**config.mk**
```make
export PLATFORM = sky130hd
export DESIGN_NAME = exec_alu_seq
export DESIGN_NICKNAME = d
export VERILOG_FILES = /design/src/rtl/exec_alu_seq.sv
export SDC_FILE = /design/constraint.sdc
export NUM_CORES = 1
export LEC_CHECK = 0
export ABC_AREA = 1
export BUFFER_PORTS_ARGS = -buffer_cell sky130_fd_sc_hd__buf_2
export CORE_MARGIN = 5
export CORE_UTILIZATION = 27
export DETAILED_ROUTE_END_ITERATION = 7
export PLACE_DENSITY = 0.4
export REMOVE_ABC_BUFFERS = 1
export SKIP_CTS_REPAIR_TIMING = 1
export SLEW_MARGIN = 15
export SYNTH_ARGS = -nofsm -noshare
export SYNTH_HDL_FRONTEND = slang
export SYNTH_SLANG_ARGS = --single-unit
export TNS_END_PERCENT = 20
```
**constraint.sdc**
```tcl
create_clock -name i_clk -period 2.4 [get_ports i_clk]
set_input_delay 0.12 -clock i_clk [delete_from_list [all_inputs] [get_ports i_clk]]
set_output_delay 0.12 -clock i_clk [all_outputs]
set_load 0.005 [all_outputs]
```
**src/rtl/exec_alu_seq.sv**
```systemverilog
// Execute-stage ALU: single-cycle arithmetic/logic, iterative shifts of SHIFT_STEP bits per cycle.
// Define EXEC_ALU_BARREL_EN to replace the iterative shifter with a single-cycle barrel shifter.
module exec_alu_seq #(
   parameter int SHIFT_STEP = 1
) (
   input  logic        i_clk,
   input  logic        i_rst,
   input  logic        i_flush,
   input  logic        i_valid,
   output logic        o_ready,
   input  logic [31:0] i_op1,
   input  logic [31:0] i_op2,
   input  logic [2:0]  i_opsel,
   input  logic        i_sub,
   input  logic        i_unsigned,
   input  logic        i_arith,
   output logic        o_valid,
   input  logic        i_ready,
   output logic [31:0] o_result,
   output logic        o_eq,
   output logic        o_lt,
   output logic [1:0]  o_dbg_state
);

   // Input side: op taken when i_valid && o_ready; output side: result taken when o_valid && i_ready.

`ifdef EXEC_ALU_BARREL_EN
   localparam bit BARREL = 1'b1;
`else
   localparam bit BARREL = 1'b0;
`endif

   localparam logic [4:0] STEP = 5'(SHIFT_STEP);

   typedef enum logic [1:0] {
      ST_IDLE  = 2'd0,
      ST_SHIFT = 2'd1,
      ST_DONE  = 2'd2
   } state_t;

   state_t      state_q, state_d;
   logic [31:0] result_q, result_d;
   logic [31:0] work_q, work_d;
   logic [4:0]  cnt_q, cnt_d;
   logic        left_q, left_d;
   logic        fill_q, fill_d;
   logic        eq_q, eq_d;
   logic        lt_q, lt_d;

   logic [4:0]  shamt;
   logic        is_shift;
   logic        cmp_eq;
   logic        cmp_lt;
   logic        accept;
   logic [31:0] alu_res;
   logic [4:0]  step_amt;
   logic [31:0] shifted;

   assign shamt    = i_op2[4:0];
   assign is_shift = (i_opsel == 3'b001) || (i_opsel == 3'b101);
   assign cmp_eq   = (i_op1 == i_op2);
   assign cmp_lt   = i_unsigned ? (i_op1 < i_op2) : ($signed(i_op1) < $signed(i_op2));

   assign o_ready  = !i_flush && ((state_q == ST_IDLE) || ((state_q == ST_DONE) && i_ready));
   assign accept   = i_valid && o_ready;

   always_comb begin
      alu_res = '0;
      case (i_opsel)
         3'b000:  alu_res = i_sub ? (i_op1 - i_op2) : (i_op1 + i_op2);
         3'b001:  alu_res = BARREL ? (i_op1 << shamt) : i_op1;
         3'b010:  alu_res = i_op2;
         3'b011:  alu_res = {31'b0, cmp_lt};
         3'b100:  alu_res = i_op1 ^ i_op2;
         3'b101: begin
            if (!BARREL)
               alu_res = i_op1;
            else if (i_arith)
               alu_res = $signed(i_op1) >>> shamt;
            else
               alu_res = i_op1 >> shamt;
         end
         3'b110:  alu_res = i_op1 | i_op2;
         3'b111:  alu_res = i_op1 & i_op2;
         default: alu_res = '0;
      endcase
   end

   // Right shifts with a 1-fill are done by inverting around a zero-fill shift.
   assign step_amt = (cnt_q < STEP) ? cnt_q : STEP;
   assign shifted  = left_q ? (work_q << step_amt)
                   : (fill_q ? ~((~work_q) >> step_amt) : (work_q >> step_amt));

   always_comb begin
      state_d  = state_q;
      result_d = result_q;
      work_d   = work_q;
      cnt_d    = cnt_q;
      left_d   = left_q;
      fill_d   = fill_q;
      eq_d     = eq_q;
      lt_d     = lt_q;
      if (i_flush) begin
         state_d = ST_IDLE;
         cnt_d   = '0;
      end else begin
         case (state_q)
            ST_IDLE, ST_DONE: begin
               if (accept) begin
                  eq_d = cmp_eq;
                  lt_d = cmp_lt;
                  if (!BARREL && is_shift && (shamt != 5'd0)) begin
                     work_d  = i_op1;
                     cnt_d   = shamt;
                     left_d  = ~i_opsel[2];
                     fill_d  = i_opsel[2] & i_arith & i_op1[31];
                     state_d = ST_SHIFT;
                  end else begin
                     result_d = alu_res;
                     state_d  = ST_DONE;
                  end
               end else if ((state_q == ST_DONE) && i_ready) begin
                  state_d = ST_IDLE;
               end
            end
            ST_SHIFT: begin
               work_d = shifted;
               cnt_d  = cnt_q - step_amt;
               if (cnt_q <= STEP) begin
                  result_d = shifted;
                  state_d  = ST_DONE;
               end
            end
            default: state_d = ST_IDLE;
         endcase
      end
   end

   always_ff @(posedge i_clk) begin
      if (i_rst) begin
         state_q  <= ST_IDLE;
         result_q <= '0;
         work_q   <= '0;
         cnt_q    <= '0;
         left_q   <= 1'b0;
         fill_q   <= 1'b0;
         eq_q     <= 1'b0;
         lt_q     <= 1'b0;
      end else begin
         state_q  <= state_d;
         result_q <= result_d;
         work_q   <= work_d;
         cnt_q    <= cnt_d;
         left_q   <= left_d;
         fill_q   <= fill_d;
         eq_q     <= eq_d;
         lt_q     <= lt_d;
      end
   end

   assign o_valid     = (state_q == ST_DONE);
   assign o_result    = result_q;
   assign o_eq        = eq_q;
   assign o_lt        = lt_q;
   assign o_dbg_state = state_q;

endmodule

```
==> summary.txt, run 1 <==
Outcome
  – Status: completed

Die
  – Die Width: 205 um
  – Io pins: 113
  – # rows: 71
  – Starting Density: 0.273
  – Die Area: 42100 um^2
  – Die height: 205 um
  – Core Area: 37700 um^2

Finish
  – Final Net Count: 2255
  – Layout cell share with drive strength beyond 1: 0.189
  – Fill cells: 4311
  – # diodes: 0
  – P&R area growth vs syn: 27.8%
  – Finished Core Util: 0.349

STA
  – Crit path time final: 2.25 ns
  – RSZ-0062 raised after global routing: false
  – Max Clock Freq: 444 MHz
  – Slew @ Worst Pin: 0.575 ns
  – Hold_ws: 0.0346 ns
  – Post-route clock period utilization: 0.938
  – Final setup vio count: 0
  – Setup WS post-layout: 0.148 ns
  – Layout Skew: 0.00764 ns
  – Slew HR: 0.613
  – Final Max Slew Viols: 0
  – Hold Fails Final Rpt: 0

Logic synthesis
  – Average cell area after synthesis: 5.66 um^2
  – Async SR Flop Fraction: 0
  – Cell with the most instances after synthesis: nand2_1
  – Post-synth top area share: 0.190
  – Netlist cell types: 48
  – Top cells by area, synth: nand2_1 (19%), dfxtp_1 (15%), ha_1 (12%)
  – Post-synthesis sequential area ratio: 0.146
  – Synth cell count leaders: nand2_1 (522), inv_1 (290), nor2_1 (165)
  – Synth area leader: nand2_1
  – Yosys reg bits: 75
  – Synth Cell Area: 10300 um^2
  – Number of synthesized flops with an enable pin: 0
  – Synth Instances: 1819
  – Synth Warn #: 0
  – Main synth FF type: dfxtp_1

Route
  – Drt wl/cell: 18.9 um
  – Final routed DRC violation total: 0
  – Initial DRC count: 1056
  – Post-route antenna net violation count: 0
  – Vias/cell: 5.02
  – Overall via count from detail_route: 13000
  – Drt total wl: 49.1 mm
  – 1st-pass router iterations: 5

Setup path
  – Worst r2r src: o_dbg_state[1]
  – Worst setup SP type: primary input
  – R2R cell count: 11
  – CP max FO: 7
  – Critical path data arrival time: 2.49 ns
  – Crit Path Category: primary input to flop
  – Crit path from: i_op2[10]
  – Data required, critical path: 2.64 ns
  – Nature of the critical path endpoint: flop

Global route
  – Largest net degree at the start of global routing: 54
  – Tot GR Track Use: 0.230
  – GRT overflow: 0
  – Met3 Resource Use GR: 0.0282
  – Grt peak-use layer: met2
  – Global-route wire length before repair: 74.6 mm
  – Initial antenna violation count: 0
  – Global routing usage on met2: 0.356
  – Vias in the first global route: 12700
  – GRT met1 Usage: 0.345

CTS
  – H-tree Lvls: 3
  – CTS Buf Count: 9
  – Clk_lat worst skew: 0.35 ns
  – Clk sinks: 75
  – CTS tree: built
  – Maximum clock insertion buffer count: 2
  – CTS root buffer: clkbuf_16
  – Worst-path clk slew: 0.06 ns

Power and ir drop
  – Worst VDD drop: 247 uV
  – Logic pwr share: 0.453
  – Switching part of the total power: 0.407
  – Cell Int Power: 3.05 mW
  – Total power: 5.15 mW
  – Pwr/cell area: 391 nW/um^2
  – Flop pwr share: 0.256
  – Leakage: 6.87 nW
  – Clk network pwr share: 0.291
  – Switching power: 2.09 mW

Worst hold path
  – Hold Path Stages: 3
  – Hold WC Path Type: primary input to flop
  – Hold path start: i_arith

Flow run
  – MaxCap Viol Count: 0

Place
  – GPL Wtd Cong: 0.929
  – Port bufs: 112
  – DP HPWL: 40.6 mm
  – Place WS: -0.198 ns
[final timing paths]
| kind | end | slack (ns) |
|---|---|---|
| worst max-delay path | o_result[11] | 0.15 |
| worst min-delay path | fill_q | 0.03 |
| worst max register to register | work_q[16] | 0.32 |
| worst min register to register | cnt_q[3] | 0.47 |
[cells by family (layout without fill, tap and decap cells)]
group                    after synthesis  after routing  synth area share
AND/OR/NAND/NOR                      849            849             0.340
AO/OA/AOI/OAI                        398            398             0.234
buffers and inverters                388            655             0.150
adder cells (fa/ha/maj)               99             99             0.122
flip-flops                            75             75             0.146
XOR/XNOR                               9              9           0.00766
multiplexers                           1              1          0.000972
[state kept, by name, summed over array words and instances, names as in the netlist]
signal / cells
work_q: 32
o_dbg_state: 2
o_lt: 1
o_eq: 1
o_result: 32
fill_q: 1
left_q: 1
cnt_q: 5
[through the flow]
| stage | instances | instance area (um^2) | TNS [ns] |
|---|---|---|---|
| detailed placement | 2581 | 12800 | -1.47 |
| finish | 2597 | 13200 | 0 |
| global route | 2597 | 13200 | 0 |
| CTS | 2597 | 13200 | 0 |
| floorplan | 1734 | 9880 | -65.11 |
| global placement | 2581 | 12800 | -1.47 |
[routing by layer]
layer  part of all wire  routed length (um)
met5                  0                   0
met4              0.013                 644
met1               0.49               24200
met3              0.064                3160
met2               0.43               21000
[power by group through the flow]
stage | Sequential (mW) | Clock [mW] | Combinational [mW]
after CTS | 1.32 | 1.52 | 2.31
after global placement | 1.35 | 0 | 2.30
final | 1.32 | 1.50 | 2.33
after floorplan | 1.35 | 0 | 1.16
after global routing | 1.32 | 1.57 | 2.57
after detailed placement | 1.35 | 0 | 2.29
[final cells by class]
type	instances	area (um^2)	area share
multi-input combinational	1356	7250	0.551
clock inverter	4	47.5	0.00361
tap	511	639	0.0486
timing repair buffer	336	2320	0.176
inverter	303	1140	0.0864
sequential	75	1500	0.114
clock buffer	12	267	0.0203
[cell usage in the layout (no fill, tap or decap), types with 4 or more instances in the layout]
cell,count
o22ai_1,39
ha_1,97
buf_4,218
o221a_2,13
nand2_1,522
o21bai_1,9
nor2_4,5
a31oi_1,26
a221oi_1,9
clkbuf_16,9
a211oi_1,19
inv_1,290
a21oi_1,100
o21ai_0,132
nand3b_1,5
dfxtp_1,75
nand3_1,99
xor2_1,9
nor2_1,165
nand4_1,7
buf_2,112
buf_12,6
clkinv_1,4
nand2_2,4
o221ai_1,17
o211ai_1,25
inv_2,9
nor3_1,26
[critical path, stage by stage]
cell and delay (ns):
buf_2 0.13, inv_1 0.07, ha_1 0.46, o21ai_0 0.23, buf_4 0.18, inv_1 0.04, nand2_1 0.06, inv_1 0.05
nand3_1 0.15, mux2i_1 0.34, xor2_1 0.11, o21ai_0 0.31, buf_4 0.18, a21oi_1 0.05
(Power assumes the default switching activity.)
==> run 2, diff against run 1 <==
Settings changed: CORE_UTILIZATION 27 to 55, CTS_BUF_LIST set to sky130_fd_sc_hd__clkbuf_4 sky130_fd_sc_hd__clkbuf_8, PLACE_DENSITY 0.4 to 0.73.
==> summary.txt, run 2 (synthesis results as in run 1) <==
Die
  – Core Area: 18600 um^2
  – Starting Density: 0.554
  – # rows: 50
  – Die Area: 21600 um^2
  – Io pins: 113
  – Die height: 147 um
  – Die Width: 147 um

Global route
  – GRT overflow: 0
  – Initial antenna violation count: 0
  – Global-route wire length before repair: 60.3 mm
  – Vias in the first global route: 11400
  – Largest net degree at the start of global routing: 60
  – Tot GR Track Use: 0.341

CTS
  – CTS root buffer: clkbuf_8
  – Worst-path clk slew: 0.09 ns
  – Clk_lat worst skew: 0.37 ns
  – H-tree Lvls: 3
  – Maximum clock insertion buffer count: 2
  – Clk sinks: 75
  – CTS tree: built
  – CTS Buf Count: 9

Worst hold path
  – Hold path start: i_arith
  – Hold Path Stages: 3
  – WHS Endpoint: fill_q
  – Hold WC Path Type: primary input to flop

Finish
  – Most common cell after layout, fill and taps aside: nand2_1
  – # diodes: 0
  – Layout cell share with drive strength beyond 1: 0.134
  – P&R area growth vs syn: 13.6%
  – Final Net Count: 2121
  – Fin area: 11700 um^2
  – Most frequent cells in the layout: nand2_1 (522), inv_1 (290), nor2_1 (165)
  – Non-filler instance count after layout: 2186

Setup path
  – Worst setup SP type: primary input
  – Data required, critical path: 2.66 ns
  – Nature of the critical path endpoint: flop
  – Critical path data arrival time: 2.47 ns
  – Reg-to-reg critical path endpoint: work_q[6]
  – CP max FO: 8
  – Critical path's top delay family: simple AND/OR/NAND/NOR gates
  – CP max stage delay: 0.35 ns
  – Worst R2R Setup Slack: 0.35 ns
  – Critical path buffer and inverter count: 3
  – Cell breakdown of the critical path: buf_2 -> inv_1 -> ha_2 -> buf_4 -> nor2_1 -> nand2_1 -> nor2_2 -> nand2_1 -> nand3_2 -> nand2_1 -> nand2_1 -> nand2_1 -> nand3b_1 -> nand2_1 -> nand2_1 -> nand2_1 -> a21oi_1 -> nor2_1
  – Crit Path Category: primary input to flop
  – Crit path max-delay cell type: ha_2
  – Worst r2r src: cnt_q[1]
  – Most used cell, CP: nand2_1
  – R2R cell count: 11

Route
  – Final routed DRC violation total: 0
  – 1st-pass router iterations: 6
  – Vias/cell: 5.85
  – Overall via count from detail_route: 12800
  – Drt wl/cell: 17.5 um
  – Initial DRC count: 1456
  – Drt total wl: 38.3 mm
  – Post-route antenna net violation count: 0

STA
  – RSZ-0062 raised after global routing: false
  – Total negative slack: 0 ns
  – Crit path time final: 2.20 ns
  – Slew HR: 0.566
  – Max Clock Freq: 454 MHz
  – Hold_ws: 0.0290 ns
  – Final Max Slew Viols: 0
  – Post-route clock period utilization: 0.919
  – Slew @ Worst Pin: 0.647 ns
  – Final setup vio count: 0
  – Layout Skew: 0.0181 ns
  – Hold Fails Final Rpt: 0

Place
  – Port bufs: 112
  – DP HPWL: 30.8 mm
  – GPL Wtd Cong: 1.05
  – Placed cells: 2170
  – Dpl cell area: 11500 um^2

Power and ir drop
  – Flop pwr share: 0.297
  – Switching power: 1.87 mW
  – Cell Int Power: 2.56 mW
  – Pwr/cell area: 379 nW/um^2
  – Leakage: 6.17 nW
  – Clk network pwr share: 0.254
  – Total power: 4.43 mW
  – Switching part of the total power: 0.422
  – Worst VDD drop: 214 uV
  – Logic pwr share: 0.449

Flow run
  – MaxCap Viol Count: 0

Outcome
  – Status: completed
-- run 2: cell count changes in the layout (fill, tap and decap cells not counted), moves of 2 or more --
cell,previous run,this run
o21ai_1,3,1
o21ai_0,132,134
buf_12,6,4
clkbuf_16,9,0
buf_4,218,86
clkbuf_8,3,9
-- run 2: worst min-delay path: stages --
cell and delay (ns):
buf_2 0.10, nand3_1 0.07, a21oi_1 0.05
-- run 2: layer usage --
metal | wire length, um | GRT usage | vias up | part of all wire
met5 | 0 | 0 | - | 0
met4 | 629 | 0.0724 | 0 | 0.016
met3 | 4850 | 0.0632 | 57 | 0.13
met2 | 16000 | 0.513 | 722 | 0.42
met1 | 16800 | 0.507 | 5843 | 0.44
li1 | - | - | 6165 | -
-- run 2: worst max-delay path by stage --
stage                   startpoint           to  slack, ns  depth (start not counted)
detailed placement        i_op1[6]  o_result[0]      -0.16                         18
global placement          i_op1[6]  o_result[0]      -0.10                         18
finish                    i_op1[6]  o_result[0]       0.20                         18
global route              i_op1[6]  o_result[0]       0.02                         18
CTS                       i_op1[6]  o_result[0]       0.24                         18
floorplan           o_dbg_state[0]   work_q[16]      -1.16                          8
-- run 2: area by class of cell --
type	instances	area, um^2
Clock inverter	6	87.6
Multi-Input combinational cell	1356	7250
Sequential cell	75	1500
Fill cell	1902	6890
Tap cell	234	293
Inverter	303	1140
Clock buffer	10	131
Timing Repair Buffer	202	1290
-- run 2: through the flow --
stage / setup WS [ns] / utilization
floorplan: -1.16 / -
global route: 0.0183 / 0.629
finish: 0.195 / 0.629
global placement: -0.103 / 0.617
detailed placement: -0.156 / 0.617
CTS: 0.237 / 0.629
-- run 2: power groups by stage --
stage	clock network, mW	registers (mW)	logic, mW
floorplan	0	1.35	1.16
global placement	0	1.34	1.90
detailed placement	0	1.34	1.92
CTS	1.14	1.32	1.93
global route	1.18	1.32	2.18
finish	1.13	1.32	1.99
